## src/rtl/climate_sample_sequencer_if.sv

```systemverilog
// rtl/climate_sample_sequencer_if.sv - sample, predictor and result signals of the climate sample sequencer
//
// Purpose: groups every handshake/bus signal of climate_sample_sequencer.
//   master : the sequencer (drives sample_ready, temperature, pressure,
//            result_valid, result_condition, result_timeout, busy)
//   slave  : the environment (sample source, predictor and result consumer)
// Signals:
//   sample_valid/sample_ready/sample_temp/sample_press : raw sample stream
//   temperature/pressure                               : averaged inputs to predictor
//   climate_condition/done                             : predictor answer
//   result_valid/result_ready/result_condition/result_timeout : result port
//   busy                                               : sequencer not accumulating

interface climate_sample_sequencer_if;
    logic               sample_valid;
    logic               sample_ready;
    logic signed [31:0] sample_temp;
    logic        [31:0] sample_press;
    logic signed [31:0] temperature;
    logic        [31:0] pressure;
    logic        [31:0] climate_condition;
    logic               done;
    logic               result_valid;
    logic               result_ready;
    logic        [31:0] result_condition;
    logic               result_timeout;
    logic               busy;

    modport master (
        input  sample_valid, sample_temp, sample_press,
        input  climate_condition, done, result_ready,
        output sample_ready, temperature, pressure,
        output result_valid, result_condition, result_timeout, busy
    );

    modport slave (
        output sample_valid, sample_temp, sample_press,
        output climate_condition, done, result_ready,
        input  sample_ready, temperature, pressure,
        input  result_valid, result_condition, result_timeout, busy
    );
endinterface

```

## src/rtl/climate_sample_sequencer.sv

```systemverilog
// rtl/climate_sample_sequencer.sv - windowed sample averager that drives the climate predictor and reports its answer
//
// Purpose: averages each window of 2^LOG2_AVG samples, clamps the pressure
// average to PRESS_MAX, presents the averages to the predictor, waits up to
// TIMEOUT cycles for done and returns climate_condition (or a timeout flag)
// over a valid/ready result port.
// Ports:
//   clk  : rising-edge clock
//   rst  : asynchronous reset, active-high
//   bus  : climate_sample_sequencer_if.master (sample stream, predictor
//          inputs/outputs, result port, busy)

module climate_sample_sequencer #(
    parameter int LOG2_AVG  = 2,
    parameter int PRESS_MAX = 2047,
    parameter int TIMEOUT   = 1024
) (
    input  logic                          clk,
    input  logic                          rst,
    climate_sample_sequencer_if.master    bus
);

    localparam int AW  = 32 + LOG2_AVG;
    localparam int WIN = 1 << LOG2_AVG;
    localparam int CW  = LOG2_AVG + 1;
    localparam int WW  = $clog2(TIMEOUT);

    typedef enum logic [1:0] {
        ACCUM  = 2'd0,
        ISSUE  = 2'd1,
        WAIT   = 2'd2,
        REPORT = 2'd3
    } state_t;

    state_t state;
    state_t state_next;

    logic signed [AW-1:0] temp_acc;
    logic        [AW-1:0] press_acc;
    logic        [AW-1:0] press_avg;
    logic        [CW-1:0] cnt;
    logic        [WW-1:0] wait_cnt;

    // Cleared by reset, set on the first clock afterwards: keeps sample_ready
    // low while rst is asserted even though the FSM already sits in ACCUM.
    logic armed;

    logic               sample_ready_c;
    logic               result_valid_c;
    logic               busy_c;
    logic               accept;
    logic               issue;
    logic               wait_inc;
    logic               done_hit;
    logic               timeout_hit;

    logic signed [31:0] temperature_q;
    logic        [31:0] pressure_q;
    logic        [31:0] result_condition_q;
    logic               result_timeout_q;

    assign press_avg = press_acc >> LOG2_AVG;

    always_ff @(posedge clk or posedge rst) begin
        if (rst) begin
            state <= ACCUM;
        end else begin
            state <= state_next;
        end
    end

    always_comb begin
        state_next     = state;
        sample_ready_c = 1'b0;
        result_valid_c = 1'b0;
        busy_c         = 1'b1;
        accept         = 1'b0;
        issue          = 1'b0;
        wait_inc       = 1'b0;
        done_hit       = 1'b0;
        timeout_hit    = 1'b0;
        case (state)
            ACCUM: begin
                busy_c         = 1'b0;
                sample_ready_c = armed;
                if (bus.sample_valid && armed) begin
                    accept = 1'b1;
                    if (cnt == CW'(WIN - 1)) begin
                        state_next = ISSUE;
                    end
                end
            end
            ISSUE: begin
                issue      = 1'b1;
                state_next = WAIT;
            end
            WAIT: begin
                // done wins over a timeout reached in the same cycle
                if (bus.done) begin
                    done_hit   = 1'b1;
                    state_next = REPORT;
                end else if (wait_cnt == WW'(TIMEOUT - 1)) begin
                    timeout_hit = 1'b1;
                    state_next  = REPORT;
                end else begin
                    wait_inc = 1'b1;
                end
            end
            REPORT: begin
                result_valid_c = 1'b1;
                if (bus.result_ready) begin
                    state_next = ACCUM;
                end
            end
            default: begin
                state_next = ACCUM;
            end
        endcase
    end

    always_ff @(posedge clk or posedge rst) begin
        if (rst) begin
            armed              <= 1'b0;
            temp_acc           <= '0;
            press_acc          <= '0;
            cnt                <= '0;
            wait_cnt           <= '0;
            temperature_q      <= '0;
            pressure_q         <= '0;
            result_condition_q <= '0;
            result_timeout_q   <= 1'b0;
        end else begin
            armed <= 1'b1;

            if (accept) begin
                // sign-extend temperature, zero-extend pressure into the wide sums
                temp_acc  <= temp_acc + AW'(bus.sample_temp);
                press_acc <= press_acc + AW'(bus.sample_press);
                cnt       <= cnt + CW'(1);
            end

            if (issue) begin
                // >>> on the signed sum floors toward minus infinity
                temperature_q <= 32'(temp_acc >>> LOG2_AVG);
                pressure_q    <= (press_avg > AW'(PRESS_MAX)) ? 32'(PRESS_MAX)
                                                              : 32'(press_avg);
                temp_acc      <= '0;
                press_acc     <= '0;
                cnt           <= '0;
                wait_cnt      <= '0;
            end

            if (wait_inc) begin
                wait_cnt <= wait_cnt + WW'(1);
            end

            if (done_hit) begin
                result_condition_q <= bus.climate_condition;
                result_timeout_q   <= 1'b0;
            end

            if (timeout_hit) begin
                result_condition_q <= '0;
                result_timeout_q   <= 1'b1;
            end
        end
    end

    assign bus.sample_ready     = sample_ready_c;
    assign bus.result_valid     = result_valid_c;
    assign bus.busy             = busy_c;
    assign bus.temperature      = temperature_q;
    assign bus.pressure         = pressure_q;
    assign bus.result_condition = result_condition_q;
    assign bus.result_timeout   = result_timeout_q;

endmodule

```

## src/flat_wrapper.sv

```systemverilog
// flat-port wrapper written by rule: the top's interface ports become plain ports
module climate_sample_sequencer_flat 
#(
    parameter int LOG2_AVG  = 2,
    parameter int PRESS_MAX = 2047,
    parameter int TIMEOUT   = 1024
)
  (clk, rst, bus_sample_valid, bus_sample_temp, bus_sample_press, bus_climate_condition, bus_done, bus_result_ready, bus_sample_ready, bus_temperature, bus_pressure, bus_result_valid, bus_result_condition, bus_result_timeout, bus_busy);
  climate_sample_sequencer_if bus_i ();
  input  logic clk;
  input  logic rst;
  input wire logic [$bits(bus_i.sample_valid)-1:0] bus_sample_valid;
  input wire logic [$bits(bus_i.sample_temp)-1:0] bus_sample_temp;
  input wire logic [$bits(bus_i.sample_press)-1:0] bus_sample_press;
  input wire logic [$bits(bus_i.climate_condition)-1:0] bus_climate_condition;
  input wire logic [$bits(bus_i.done)-1:0] bus_done;
  input wire logic [$bits(bus_i.result_ready)-1:0] bus_result_ready;
  output wire logic [$bits(bus_i.sample_ready)-1:0] bus_sample_ready;
  output wire logic [$bits(bus_i.temperature)-1:0] bus_temperature;
  output wire logic [$bits(bus_i.pressure)-1:0] bus_pressure;
  output wire logic [$bits(bus_i.result_valid)-1:0] bus_result_valid;
  output wire logic [$bits(bus_i.result_condition)-1:0] bus_result_condition;
  output wire logic [$bits(bus_i.result_timeout)-1:0] bus_result_timeout;
  output wire logic [$bits(bus_i.busy)-1:0] bus_busy;
  assign bus_i.sample_valid = bus_sample_valid;
  assign bus_i.sample_temp = bus_sample_temp;
  assign bus_i.sample_press = bus_sample_press;
  assign bus_i.climate_condition = bus_climate_condition;
  assign bus_i.done = bus_done;
  assign bus_i.result_ready = bus_result_ready;
  assign bus_sample_ready = bus_i.sample_ready;
  assign bus_temperature = bus_i.temperature;
  assign bus_pressure = bus_i.pressure;
  assign bus_result_valid = bus_i.result_valid;
  assign bus_result_condition = bus_i.result_condition;
  assign bus_result_timeout = bus_i.result_timeout;
  assign bus_busy = bus_i.busy;
  climate_sample_sequencer #(.LOG2_AVG(LOG2_AVG), .PRESS_MAX(PRESS_MAX), .TIMEOUT(TIMEOUT)) u_core (.clk(clk), .rst(rst), .bus(bus_i));
endmodule
```

## config.mk

```make
export PLATFORM = sky130hd
export DESIGN_NAME = climate_sample_sequencer_flat
export DESIGN_NICKNAME = d
export VERILOG_FILES = /design/src/rtl/climate_sample_sequencer_if.sv /design/src/rtl/climate_sample_sequencer.sv /design/src/flat_wrapper.sv
export SDC_FILE = /design/constraint.sdc
export NUM_CORES = 1
export LEC_CHECK = 0
export CAP_MARGIN = 20
export CORE_MARGIN = 4
export CORE_UTILIZATION = 35
export CTS_BUF_LIST = sky130_fd_sc_hd__clkbuf_8
export CTS_CLUSTER_SIZE = 24
export DETAILED_ROUTE_END_ITERATION = 6
export PLACE_DENSITY_LB_ADDON = 0.1
export SYNTH_ARGS = -nofsm -noshare
export SYNTH_HDL_FRONTEND = slang
export SYNTH_SLANG_ARGS = --single-unit
```

## constraint.sdc

```tcl
create_clock -name clk -period 6.88 [get_ports clk]
set_clock_uncertainty 0.05 [all_clocks]
set_input_delay 2.064 -clock clk [delete_from_list [all_inputs] [get_ports clk]]
set_output_delay 2.064 -clock clk [all_outputs]
set_load 0.1 [all_outputs]
```

## After elaboration in Yosys (flattened, before gate mapping)

Cells that the tools add are included.
Widths: inputs -> output; s select.

- $add $sub $neg: 4
- Magnitude comparators: 1
- Equal/unequal tests: 9
- Muxes and demuxes: 33
- Reduce and logical (&&, ||, !) cells: 6

Operators with widths:

| kind | number |
|---|---|
| $mux 34 | 4 |
| $mux 32 | 3 |
| $add 34x32->34 | 2 |
| $gt 32x11->1 const B | 1 |
| $mux 10 | 2 |
| $mux 1 | 16 |
| $add 10x1->10 const B | 1 |
| $eq 10x10->1 const B | 1 |
| $mux 2 | 5 |
| $pmux 2 s4 | 1 |
| $mux 3 | 2 |
| $reduce_bool 2->1 | 3 |
| $eq 2x2->1 const B | 2 |
| $ne 2x1->1 const B | 2 |
| $reduce_and 4->1 | 1 |
| $add 3x1->3 const B | 1 |
| $eq 3x2->1 const B | 1 |
| $ne 3x2->1 const B | 1 |
| $eq 2x1->1 const B | 1 |
| $logic_not 2->1 | 1 |
| $ne 2x2->1 const B | 1 |
| $logic_and 1x1->1 | 1 |

- Register bits after elaboration: 181
- Word-level logic and storage cells: 63

## Longest topological paths before layout

- Word-level depth: 5
- Mapped depth: 12
- Gate-level depth less buffers: 12

## Worst setup path after synthesis

OpenSTA, ideal clock, no wires.

- Kind: input to register
- Start: input bus_sample_press[0]
- End: register u_core.press_acc[30]
- Library setup time: 129 ps
- Arrival: 4180 ps
- Slack: 2521 ps
- Stages: 12
- Buffers on the path: 0
- Cell sequence: ha_1 -> inv_1 -> fa_1 -> nor2b_1 -> o21ai_0 -> o221ai_1 -> a21o_1 -> a21o_1 -> a41o_1 -> a211oi_1 -> a31o_2 -> o2bb2ai_1

- Word-level cells in the longest chain between the ends: 3

RTL lines:

| element | line | source |
|---|---|---|
| start: declaration | flat_wrapper.sv:14 | `input wire logic [$bits(bus_i.sample_press)-1:0] bus_sample_press;` |
| $add 34x32->34 | climate_sample_sequencer.sv:138 | `press_acc <= press_acc + AW'(bus.sample_press);` |
| $mux 34 | climate_sample_sequencer.sv:135 | `if (accept) begin` |
| $mux 34 | climate_sample_sequencer.sv:142 | `if (issue) begin` |
| end signal: assignment | climate_sample_sequencer.sv:138 |  |
| end: declaration | climate_sample_sequencer.sv:39 | `logic [AW-1:0] press_acc;` |

No other way between the ends. The select of a mux whose other input is x is not followed.
A chain may end at the register's enable or synchronous reset.

## Worst setup path in the final report

Ends and elaborated chain as after synthesis.

==> impl_metrics.tcl <==
set metrics [dict create \
    outcome "finished clean" \
    synth_seq_area_share_pct 43.9 \
    ys.warnings.count 0 \
    nNetsFinal 1431 \
    drt-total-wl_mm 27.8 \
    syn_nets 1251 \
    ys_ff_latch 181 \
    fin_util_pct 45.5 \
    drcViolationCount 0 \
    fmax_ghz 0.207 \
    ys.flop_type "dfrtp_1" \
    fin_setup_tns_ns 0 \
    syn_area_sq_um 10300 \
    fp.dieH_microns 180 \
    vias 8574 \
    cts_buffers 17 \
    fin_ws_ns 2.05 \
    cts_tree "built" \
    final_common_cell "clkdlybuf4s50_1" \
    first_iter_violations 442 \
    track_usage_pct 17.1 \
    grt_pass1_vias 8552 \
    cts_resized 0 \
    cp-end-kind "flip-flop" \
    antenna_cells 0 \
    setup_violations 0 \
    first_pass_iters 5 \
    clockBufferDepth 2 \
    synth_edf_count 0 \
    fin_area_sq_um 13200 \
    core.rowCount 62 \
    period_minus_slack_ns 4.83 \
    post_cts_buffers 0 \
    async_flop_share_pct 100 \
    design.core.area_sq_um 28900 \
    antenna_found_initial 0 \
    hold_class "flip-flop to flip-flop" \
    cts_root_buf "clkbuf_8" \
    clock_latency_ns 0.46 \
    dpl_cell_area_sq_um 12700 \
    port_buffers 200 \
    place_ws_ns 1.63 \
    cap_violations 0 \
    grt_max_degree 120 \
    overflow 0 \
    rsz0062_at_grt "no" \
    viasPerCell 5.19 \
    hold_buffers 0 \
    final_antenna_net_count 0 \
    cp.required_ns 7.15 \
    slew_headroom_pct 27.2 \
    syn-instance-count 1076 \
    wl_per_cell_microns 16.8 \
    worstPathMaxFanout 5 \
    worst_pin_slew_ns 1.09 \
    drive_above_1_share_pct 7.09 \
    initial_core_util_pct 35.7 \
    postSynthAreaPerCell_sq_um 9.60 \
    report.final.slew_viol_count 0 \
    area_growth_pct 27.4 \
    cp_data_arrival_time_ns 5.10 \
    clk_pin_slew_ns 0.11 \
    die_w_microns 180 \
    cp-start-kind "input pin" \
    htreeDepth 4 \
    power.leakage_nw 5.94 \
    peakVddDrop_v 0.000199 \
    synth.distinct_cells 67 \
    p_per_area_nw_per_um2 466 \
    io_pins 201 \
    grt_pass1_wl_mm 46.1 \
    path_class "input pin to flip-flop" \
    report.final.hold_viol_count 0 \
    dieArea_sq_um 32300 \
    final_cell_mix "clkdlybuf4s50_1 (200), dfrtp_1 (181), nand2_1 (133)" \
    period_share_pct 70.2 \
    cts.sinks 181 \
    dpl.hpwl_mm 19.5 \
    gp_congestion 0.821 \
]
## power breakdown
part	internal [W]	switching [W]
clock	0.000311	0.000457
sequential	0.00140	0.000230
combinational	0.00113	0.00261
total	0.00284	0.00330
## Yosys cell counts, types with 30 or more instances
library cell	n	share of area, %
nand2_1	133	4.8
inv_1	32	1.2
a22o_1	33	2.8
ha_1	72	8.7
o21ai_0	55	2.7
clkbuf_1	43	1.6
mux2_2	35	3.8
a21oi_1	101	4.9
dfrtp_1	181	44
xnor2_1	30	2.5
nor2_1	50	1.8
nand3_1	36	1.7
## path summary, 6_finish.rpt
kind	from	cells past startpoint	slack [ns]	to
worst min-delay path	u_core.wait_cnt[6]	1	0.45	u_core.wait_cnt[6]
worst max register to register	u_core.state[1]	8	3.43	u_core.bus.pressure[2]
worst min register to register	u_core.wait_cnt[6]	1	0.45	u_core.wait_cnt[6]
max in group asynchronous	rst	3	4.04	u_core.temp_acc[28]
min in group asynchronous	rst	3	2.05	u_core.bus.pressure[23]
worst max-delay path	bus_sample_press[0]	13	2.05	u_core.press_acc[30]
## kinds of logic after synthesis
| group | Yosys count | synth area share (%) |
|---|---|---|
| other | 1 | 0.0363 |
| XOR/XNOR | 46 | 3.90 |
| adder cells (fa/ha/maj) | 74 | 9.11 |
| buffers and inverters | 79 | 2.88 |
| AND/OR/NAND/NOR | 340 | 15.9 |
| multiplexers | 39 | 4.20 |
| flip-flops | 181 | 43.9 |
| AO/OA/AOI/OAI | 316 | 20.1 |
## critical path, stage by stage
cell and delay (ns):
clkdlybuf4s50_1 0.46, ha_1 0.16, inv_1 0.06, fa_1 0.40, nor2b_1 0.13, o21ai_0 0.12
o221ai_1 0.43, a21o_1 0.30, a21o_1 0.26, a41o_1 0.29, a211oi_1 0.10, a31o_2 0.22
o2bb2ai_1 0.11
## layer usage
layer / wire length [microns] / vias to the layer above / part of all wire, % / track usage (%)
li1: - / 4262 / - / -
met1: 13200 / 4120 / 47 / 23.6
met2: 13200 / 177 / 48 / 28.1
met3: 1090 / 15 / 3.9 / 3.25
met4: 318 / 0 / 1.1 / 3.60
met5: 0 / - / 0 / 0
## flip-flops by register name (all words and copies together), names as in the netlist
signal and count:
u_core.armed 1, u_core.bus.pressure 32, u_core.bus.result_condition 32, u_core.bus.result_timeout 1, u_core.bus.temperature 32, u_core.cnt 3
u_core.press_acc 34, u_core.state 2, u_core.temp_acc 34, u_core.wait_cnt 10
## area by class of cell
type / instances / area [sq um]
multi-input combinational: 816 / 5520
timing repair buffer: 208 / 2070
fill: 2786 / 15800
clock buffer: 17 / 234
tap: 384 / 480
sequential: 181 / 4530
inverter: 32 / 124
clock inverter: 15 / 188
## through the flow
stage	cells	hold WS (ns)	power [W]
2_1_floorplan	1076	0.406	0.00449
3_5_place_dp	1621	0.436	0.00540
6_report	1653	0.447	0.00613
5_1_grt	1653	0.484	0.00653
3_3_place_gp	1621	0.429	0.00539
4_1_cts	1653	0.456	0.00621
No activity file was read; power rests on OpenSTA's default activity.
